===== src/rtl/ssd_frame_capture.sv =====
// ssd_frame_capture: rebuilds eight hex digits, decimal points and blank flags from a
// scanned, active-low seven-segment bus. Define SSD_FRAME_CAPTURE_SYNC_EN for a 2-flop input synchronizer.
module ssd_frame_capture #(
  parameter int SETTLE_CYCLES  = 16,
  parameter int TIMEOUT_CYCLES = 1_000_000
) (
  input  logic        CLOCK_100,
  input  logic        reset,
  input  logic [3:0]  D2_AN,
  input  logic [3:0]  D1_AN,
  input  logic [7:0]  D2_SEG,
  input  logic [7:0]  D1_SEG,
  output logic [31:0] digits,
  output logic [7:0]  dec_points,
  output logic [7:0]  blank,
  output logic [7:0]  invalid,
  output logic        frame_valid,
  output logic        frame_strobe
);

  typedef enum logic [1:0] {IDLE, SETTLING, CAPTURED} state_t;

  localparam logic [15:0] SETTLE_LAST  = 16'(SETTLE_CYCLES - 1);
  localparam logic [31:0] TIMEOUT_LAST = 32'(TIMEOUT_CYCLES - 1);
  localparam logic [31:0] TIMEOUT_MAX  = 32'(TIMEOUT_CYCLES);

  logic [23:0] raw;
  logic [23:0] samp;
  logic [19:0] prev;

`ifdef SSD_FRAME_CAPTURE_SYNC_EN
  logic [23:0] sync1;
  logic [23:0] sync2;

  // Idle-bus value (anodes off, segments dark) keeps the reader in IDLE during reset.
  always_ff @(posedge CLOCK_100 or posedge reset) begin
    if (reset) begin
      sync1 <= 24'hFF_FFFF;
      sync2 <= 24'hFF_FFFF;
    end else begin
      sync1 <= {D2_AN, D1_AN, D2_SEG, D1_SEG};
      sync2 <= sync1;
    end
  end

  assign raw = sync2;
`else
  assign raw = {D2_AN, D1_AN, D2_SEG, D1_SEG};
`endif

  always_ff @(posedge CLOCK_100 or posedge reset) begin
    if (reset) begin
      samp <= 24'hFF_FFFF;
      prev <= 20'hF_FFFF;
    end else begin
      samp <= raw;
      prev <= {samp[23:20], samp[15:0]};
    end
  end

  logic [3:0] an_lo;
  logic [3:0] an_hi;
  logic [7:0] seg_lo;
  logic [7:0] seg_hi;
  logic       legal;
  logic [1:0] idx;
  logic       same;

  assign an_lo  = samp[23:20];
  assign an_hi  = samp[19:16];
  assign seg_lo = samp[15:8];
  assign seg_hi = samp[7:0];
  assign same   = ({an_lo, seg_lo, seg_hi} == prev);

  always_comb begin
    legal = 1'b0;
    idx   = 2'd0;
    if (an_lo == an_hi) begin
      case (an_lo)
        4'b1110: begin legal = 1'b1; idx = 2'd0; end
        4'b1101: begin legal = 1'b1; idx = 2'd1; end
        4'b1011: begin legal = 1'b1; idx = 2'd2; end
        4'b0111: begin legal = 1'b1; idx = 2'd3; end
        default: ;
      endcase
    end
  end

  // Packed result: {invalid, blank, dp, nibble}.
  function automatic logic [6:0] decode_seg(input logic [7:0] seg);
    logic [3:0] nib;
    logic       bad;
    nib = 4'h0;
    bad = 1'b0;
    case (seg[6:0])
      7'h40: nib = 4'h0;
      7'h79: nib = 4'h1;
      7'h24: nib = 4'h2;
      7'h30: nib = 4'h3;
      7'h19: nib = 4'h4;
      7'h12: nib = 4'h5;
      7'h02: nib = 4'h6;
      7'h78: nib = 4'h7;
      7'h00: nib = 4'h8;
      7'h18: nib = 4'h9;
      7'h08: nib = 4'hA;
      7'h03: nib = 4'hB;
      7'h46: nib = 4'hC;
      7'h21: nib = 4'hD;
      7'h06: nib = 4'hE;
      7'h0E: nib = 4'hF;
      default: bad = 1'b1;
    endcase
    if (seg == 8'hFF) return 7'b010_0000;
    return {bad, 1'b0, ~seg[7], nib};
  endfunction

  state_t      state;
  state_t      state_n;
  logic [15:0] count;
  logic [15:0] count_n;
  logic        capture;
  logic        commit;
  logic        timeout_hit;
  logic [3:0]  mask;
  logic [3:0]  mask_set;
  logic [31:0] tmo_cnt;

  always_ff @(posedge CLOCK_100 or posedge reset) begin
    if (reset) begin
      state <= IDLE;
      count <= 16'd0;
    end else begin
      state <= state_n;
      count <= count_n;
    end
  end

  always_comb begin
    state_n = state;
    count_n = count;
    case (state)
      IDLE: begin
        count_n = 16'd0;
        if (legal) begin
          state_n = SETTLING;
          count_n = 16'd1;
        end
      end
      SETTLING: begin
        if (!legal) begin
          state_n = IDLE;
          count_n = 16'd0;
        end else if (!same) begin
          count_n = 16'd1;
        end else if (capture) begin
          state_n = CAPTURED;
          count_n = count + 16'd1;
        end else begin
          count_n = count + 16'd1;
        end
      end
      CAPTURED: begin
        if (!legal) begin
          state_n = IDLE;
          count_n = 16'd0;
        end else if (!same) begin
          state_n = SETTLING;
          count_n = 16'd1;
        end
      end
      default: begin
        state_n = IDLE;
        count_n = 16'd0;
      end
    endcase
  end

  always_comb begin
    capture     = (state == SETTLING) && legal && same && (count == SETTLE_LAST);
    mask_set    = mask | (4'b0001 << idx);
    commit      = capture && (mask_set == 4'hF);
    timeout_hit = !capture && (tmo_cnt == TIMEOUT_LAST);
  end

  logic [6:0]      dec_lo;
  logic [6:0]      dec_hi;
  logic [7:0][3:0] sh_digit;
  logic [7:0][3:0] sh_digit_n;
  logic [7:0]      sh_dp;
  logic [7:0]      sh_dp_n;
  logic [7:0]      sh_blank;
  logic [7:0]      sh_blank_n;
  logic [7:0]      sh_inv;
  logic [7:0]      sh_inv_n;

  assign dec_lo = decode_seg(seg_lo);
  assign dec_hi = decode_seg(seg_hi);

  // The low bank lands in digit idx, the high bank in digit idx+4.
  always_comb begin
    sh_digit_n = sh_digit;
    sh_dp_n    = sh_dp;
    sh_blank_n = sh_blank;
    sh_inv_n   = sh_inv;
    if (capture) begin
      sh_digit_n[{1'b0, idx}] = dec_lo[3:0];
      sh_dp_n[{1'b0, idx}]    = dec_lo[4];
      sh_blank_n[{1'b0, idx}] = dec_lo[5];
      sh_inv_n[{1'b0, idx}]   = dec_lo[6];
      sh_digit_n[{1'b1, idx}] = dec_hi[3:0];
      sh_dp_n[{1'b1, idx}]    = dec_hi[4];
      sh_blank_n[{1'b1, idx}] = dec_hi[5];
      sh_inv_n[{1'b1, idx}]   = dec_hi[6];
    end
  end

  always_ff @(posedge CLOCK_100 or posedge reset) begin
    if (reset) begin
      sh_digit <= '0;
      sh_dp    <= 8'h00;
      sh_blank <= 8'hFF;
      sh_inv   <= 8'h00;
      tmo_cnt  <= 32'd0;
    end else begin
      sh_digit <= sh_digit_n;
      sh_dp    <= sh_dp_n;
      sh_blank <= sh_blank_n;
      sh_inv   <= sh_inv_n;
      if (capture) tmo_cnt <= 32'd0;
      else if (tmo_cnt != TIMEOUT_MAX) tmo_cnt <= tmo_cnt + 32'd1;
    end
  end

  // Commit takes the shadow including the digit captured on the same edge.
  always_ff @(posedge CLOCK_100 or posedge reset) begin
    if (reset) begin
      mask         <= 4'h0;
      digits       <= 32'd0;
      dec_points   <= 8'h00;
      blank        <= 8'hFF;
      invalid      <= 8'h00;
      frame_valid  <= 1'b0;
      frame_strobe <= 1'b0;
    end else begin
      frame_strobe <= commit;
      if (commit) begin
        mask        <= 4'h0;
        digits      <= sh_digit_n;
        dec_points  <= sh_dp_n;
        blank       <= sh_blank_n;
        invalid     <= sh_inv_n;
        frame_valid <= 1'b1;
      end else if (capture) begin
        mask <= mask_set;
      end else if (timeout_hit) begin
        mask        <= 4'h0;
        frame_valid <= 1'b0;
      end
    end
  end

endmodule


===== config.mk =====
export PLATFORM = sky130hd
export DESIGN_NAME = ssd_frame_capture
export DESIGN_NICKNAME = d
export VERILOG_FILES = /design/src/rtl/ssd_frame_capture.sv
export SDC_FILE = /design/constraint.sdc
export NUM_CORES = 1
export LEC_CHECK = 0
export BUFFER_PORTS_ARGS = -buffer_cell sky130_fd_sc_hd__buf_2
export CAP_MARGIN = 15
export CORE_ASPECT_RATIO = 1.1
export CORE_MARGIN = 5
export CORE_UTILIZATION = 60
export DETAILED_ROUTE_END_ITERATION = 10
export PLACE_DENSITY = 0.8
export RECOVER_POWER = 100
export SYNTH_ARGS = -nofsm -noshare
export SYNTH_HDL_FRONTEND = slang
export SYNTH_SLANG_ARGS = --single-unit
export TNS_END_PERCENT = 50

===== constraint.sdc =====
create_clock -name CLOCK_100 -period 8.5 [get_ports CLOCK_100]
set_input_delay 0.85 -clock CLOCK_100 [delete_from_list [all_inputs] [get_ports CLOCK_100]]
set_output_delay 0.85 -clock CLOCK_100 [all_outputs]
set_load 0.05 [all_outputs]

==> impl.org <==
** Run status
- The run finished, with violations left.
- Violated checks :: max-capacitance violations, max-slew violations

** Synth
- Dominant cells by area after synthesis :: sky130_fd_sc_hd__dfrtp_1 40%, sky130_fd_sc_hd__dfstp_2 16%, sky130_fd_sc_hd__mux2_2 6.4%
- A synthesized cell averages 11.59 um^2.
- Synth cell types :: 68
- Of all cell types, the one taking the most synthesized area is sky130_fd_sc_hd__dfrtp_1.
- Number of enable-type register cells in the synthesized netlist :: 0
- Post-synth design cell area :: 9560 um^2
- The share of synthesized area in the top cell type comes to 0.3979.
- Count of mapped cells out of synthesis :: 825
- Total number of yosys warnings :: 0
- Net Count, Synth :: 854
- Async S/R FF share, synth :: 1.000
- After synthesis the netlist holds a flip-flop and latch count of 212.
- Share of the yosys chip area belonging to registers :: 0.5628
- The most used flip-flop cell after synthesis is sky130_fd_sc_hd__dfrtp_1.

** Setup path
- Walking the worst path, the cells encountered are xor2_1 > nor4_1 > nand3_1 > or3_1 > nor2_1 > clkbuf_1 > mux2_2.
- For this run, the slowest stage of the critical path takes 1.16 ns.
- Critical path data required time :: 8.87 ns
- Kind of end point of the critical path :: register
- STA classifies the critical path startpoint as a register.
- Largest delay share family, worst path :: simple AND/OR/NAND/NOR gates
- Data on the critical path arrives at its endpoint at 5.46 ns.
- CP bufs+invs :: 1
- The worst setup path is of the reg2reg kind.
- Critical path fanouts, max :: 27
- Crit-path slowest cell :: sky130_fd_sc_hd__clkbuf_1

** Placed design
- Placed cell areas :: 10080 um^2
- Number of buffer cells added on primary ports :: 83
- The wire-length estimate of the detail-placed layout is 12690 um.
- Placement Setup Slack :: 4.644 ns
- Routability-driven placement finished with a final weighted congestion of 0.9051.

** Layout
- The library cell used most frequently in the layout, excluding fill and tap cells, is sky130_fd_sc_hd__dfrtp_1.
- The net count of the finished layout is 924.
- Leading cell types in the layout, fill and taps excluded :: 152 x sky130_fd_sc_hd__dfrtp_1, 75 x sky130_fd_sc_hd__clkbuf_1, 69 x sky130_fd_sc_hd__nor2_1
- After routing the design area is 10680 um^2.
- Final antenna diode count :: 0
- Fraction of final layout cells sized beyond drive strength 1 :: 0.1681
- Signed area change from the synthesized netlist to the final layout :: 11.71%

** Clocking
- Buffers inserted during clock tree synthesis total 22.
- TritonCTS Sinks :: 212
- Clk_lat worst skew :: 0.50 ns
- Number of buffers inserted to repair setup after CTS :: 0
- TritonCTS built the clock tree.
- The tree is rooted in a sky130_fd_sc_hd__clkbuf_16.
- In this run the number of H-tree levels came out at 1.
- Number of hold buffers added after cts :: 0
- After clock tree synthesis, the clock-pin slew on the worst setup and hold paths is 0.06 ns.
- In this run, post-CTS repair resized a total of 0 instances.
- Buffer levels on the longest clock path :: 3

** Timing
- Hold Violations, Final :: 0
- Once routing completed, OpenROAD measured the worst setup slack at 3.405 ns.
- Setup repair after global routing left no endpoint under its margin.
- Final hold slack :: 0.3828 ns
- The worst pin sits at a relative slew slack of -1.081.
- Crit share post-route :: 0.5995
- In the final timing run, aggregate negative setup slack is 0 ns.
- Across the routed clock network, the largest skew measured is 0.01808 ns.
- The worst path in the final design needs a cycle of 5.095 ns, including I/O delays and setup.
- The count of final max-slew check failures came to 89.
- Setup violations remaining at the end of the flow were counted as 0.
- Transition time of the tightest slew-check pin :: 3.122 ns
- FMAX :: 196.3 MHz

** Die
- Row generation in the floorplan step produced 48 rows.
- For this configuration, the core starts out at a cell density of 0.6099.
- Floorplan core area :: 15680 um^2
- The die is 142.4 um tall.
- The floorplan step defined a die boundary enclosing 18560 um^2.
- Top-Level Pins :: 84
- The die is 130.4 um wide.

** Power
- In this run the power density over the cells is 194.7 nW/um^2.
- Leakage component of the power :: 4.900 nW
- VDD sags by at most 0.0001692 V.
- The completed layout was analyzed and its total power is 2.079 mW.

** Drt
- Routed wire length :: 19560 um
- Post-DRT Antenna Nets :: 0
- After the first detailed-routing iteration, the DRC count stood at 566.
- 1st-pass router iterations :: 5
- Number of vias after detailed routing :: 6438
- For this run, design rule violations remaining after detail routing come to 0.
- In the final routed layout, each cell accounts on average for 17.62 um.
- In the routed layout, each cell is associated on average with a via count of 5.800.

** GRT
- Summed over all layers, the global routing overflow is 0.
- Largest net degree at the start of global routing :: 153
- Overall global routing resource usage :: 0.2145
- The first global-routing pass estimated 32690 um of wire.
- The initial antenna violation count came to 0.
- Number of global-route vias before repair :: 6466

** Worst hold path
- Class of the tightest hold or removal check :: reg2reg

** Run
- Max-capacitance violation count :: 2
[final timing paths]
| kind | cells past startpoint | end | slack [ns] | from |
|---|---|---|---|---|
| setup / recovery | 7 | digits[26]$_DFFE_PP0P_ | 3.40 | samp[8]$_DFF_PP1_ |
| hold / removal | 0 | prev[15]$_DFF_PP1_ | 0.38 | samp[15]$_DFF_PP1_ |
| setup reg to reg | 7 | digits[26]$_DFFE_PP0P_ | 3.40 | samp[8]$_DFF_PP1_ |
| hold reg to reg | 0 | prev[15]$_DFF_PP1_ | 0.38 | samp[15]$_DFF_PP1_ |
| max in group asynchronous | 3 | sh_digit[6]$_DFF_PP0_ | 4.36 | reset |
| min in group asynchronous | 2 | tmo_cnt[20]$_DFFE_PP0P_ | 0.59 | reset |
[Yosys cell counts, types with 16 or more instances]
cell type,instances
sky130_fd_sc_hd__a21oi_1,16
sky130_fd_sc_hd__a22oi_1,16
sky130_fd_sc_hd__clkbuf_1,30
sky130_fd_sc_hd__dfrtp_1,152
sky130_fd_sc_hd__dfstp_2,60
sky130_fd_sc_hd__inv_1,32
sky130_fd_sc_hd__mux2_2,54
sky130_fd_sc_hd__mux2i_1,22
sky130_fd_sc_hd__nand2_1,39
sky130_fd_sc_hd__nand3_1,24
sky130_fd_sc_hd__nor2_1,68
sky130_fd_sc_hd__nor4_1,16
sky130_fd_sc_hd__o21ai_0,35
sky130_fd_sc_hd__or3_1,18
sky130_fd_sc_hd__xnor2_1,25
sky130_fd_sc_hd__xor2_1,42
[registers in the layout (all words and copies together) (netlist names)]
signal	count
blank	8
count	16
dec_points	8
digits	32
frame_strobe	1
frame_valid	1
invalid	8
mask	4
prev	20
samp	24
sh_blank	8
sh_digit	32
sh_dp	8
sh_inv	8
state	2
tmo_cnt	32
[area by class of cell]
type,instances,area [um^2]
clock inverters,10,117.6
fillers,1146,4995
repair buffers,93,382.9
clock buffers,29,628.1
multi-input cells,534,3794
flip-flops and latches,212,5380
inverters,32,127.6
well taps,200,250.2
[worst reg2reg max path, cell delays in order (launching register included)]
cell and delay, ns:
sky130_fd_sc_hd__dfstp_1 0.85, sky130_fd_sc_hd__xor2_1 0.13, sky130_fd_sc_hd__nor4_1 0.28, sky130_fd_sc_hd__nand3_1 0.41, sky130_fd_sc_hd__or3_1 0.79, sky130_fd_sc_hd__nor2_1 0.89, sky130_fd_sc_hd__clkbuf_1 1.16, sky130_fd_sc_hd__mux2_2 0.46
[stage by stage]
step                      cells    util
after floorplan             825       -
after global routing       1110  0.6814
after CTS                  1107  0.6908
after detailed placement   1068  0.6432
final                      1110  0.6814
after global placement     1068  0.6432
[power by group]
part	internal, mW	switching, mW	total (mW)	leakage (nW)
clock network	0.584	0.385	0.969	0.359
registers	1.03	0.0197	1.05	2.73
logic	0.0207	0.0426	0.0633	1.81
total	1.63	0.447	2.08	4.90
[logic make-up (layout without fill, tap and decap cells)]
group,count (synthesis),in the layout,synth area share
xor+xnor,67,67,0.06138
compound gates,113,113,0.07526
mux,98,98,0.1165
buf+inv,79,164,0.03507
flops,212,212,0.5628
fa+ha+maj,3,3,0.003927
simple gates,253,253,0.1451
[layer usage]
layer | vias to the layer above | GRT usage | wire (um)
met5 | - | 0 | 0
li1 | 3042 | - | -
met3 | 27 | 0.02778 | 913
met4 | 0 | 0.04548 | 290
met2 | 168 | 0.3468 | 9476
met1 | 3201 | 0.3150 | 8882
Note: power is estimated with default switching activity, not from simulation.
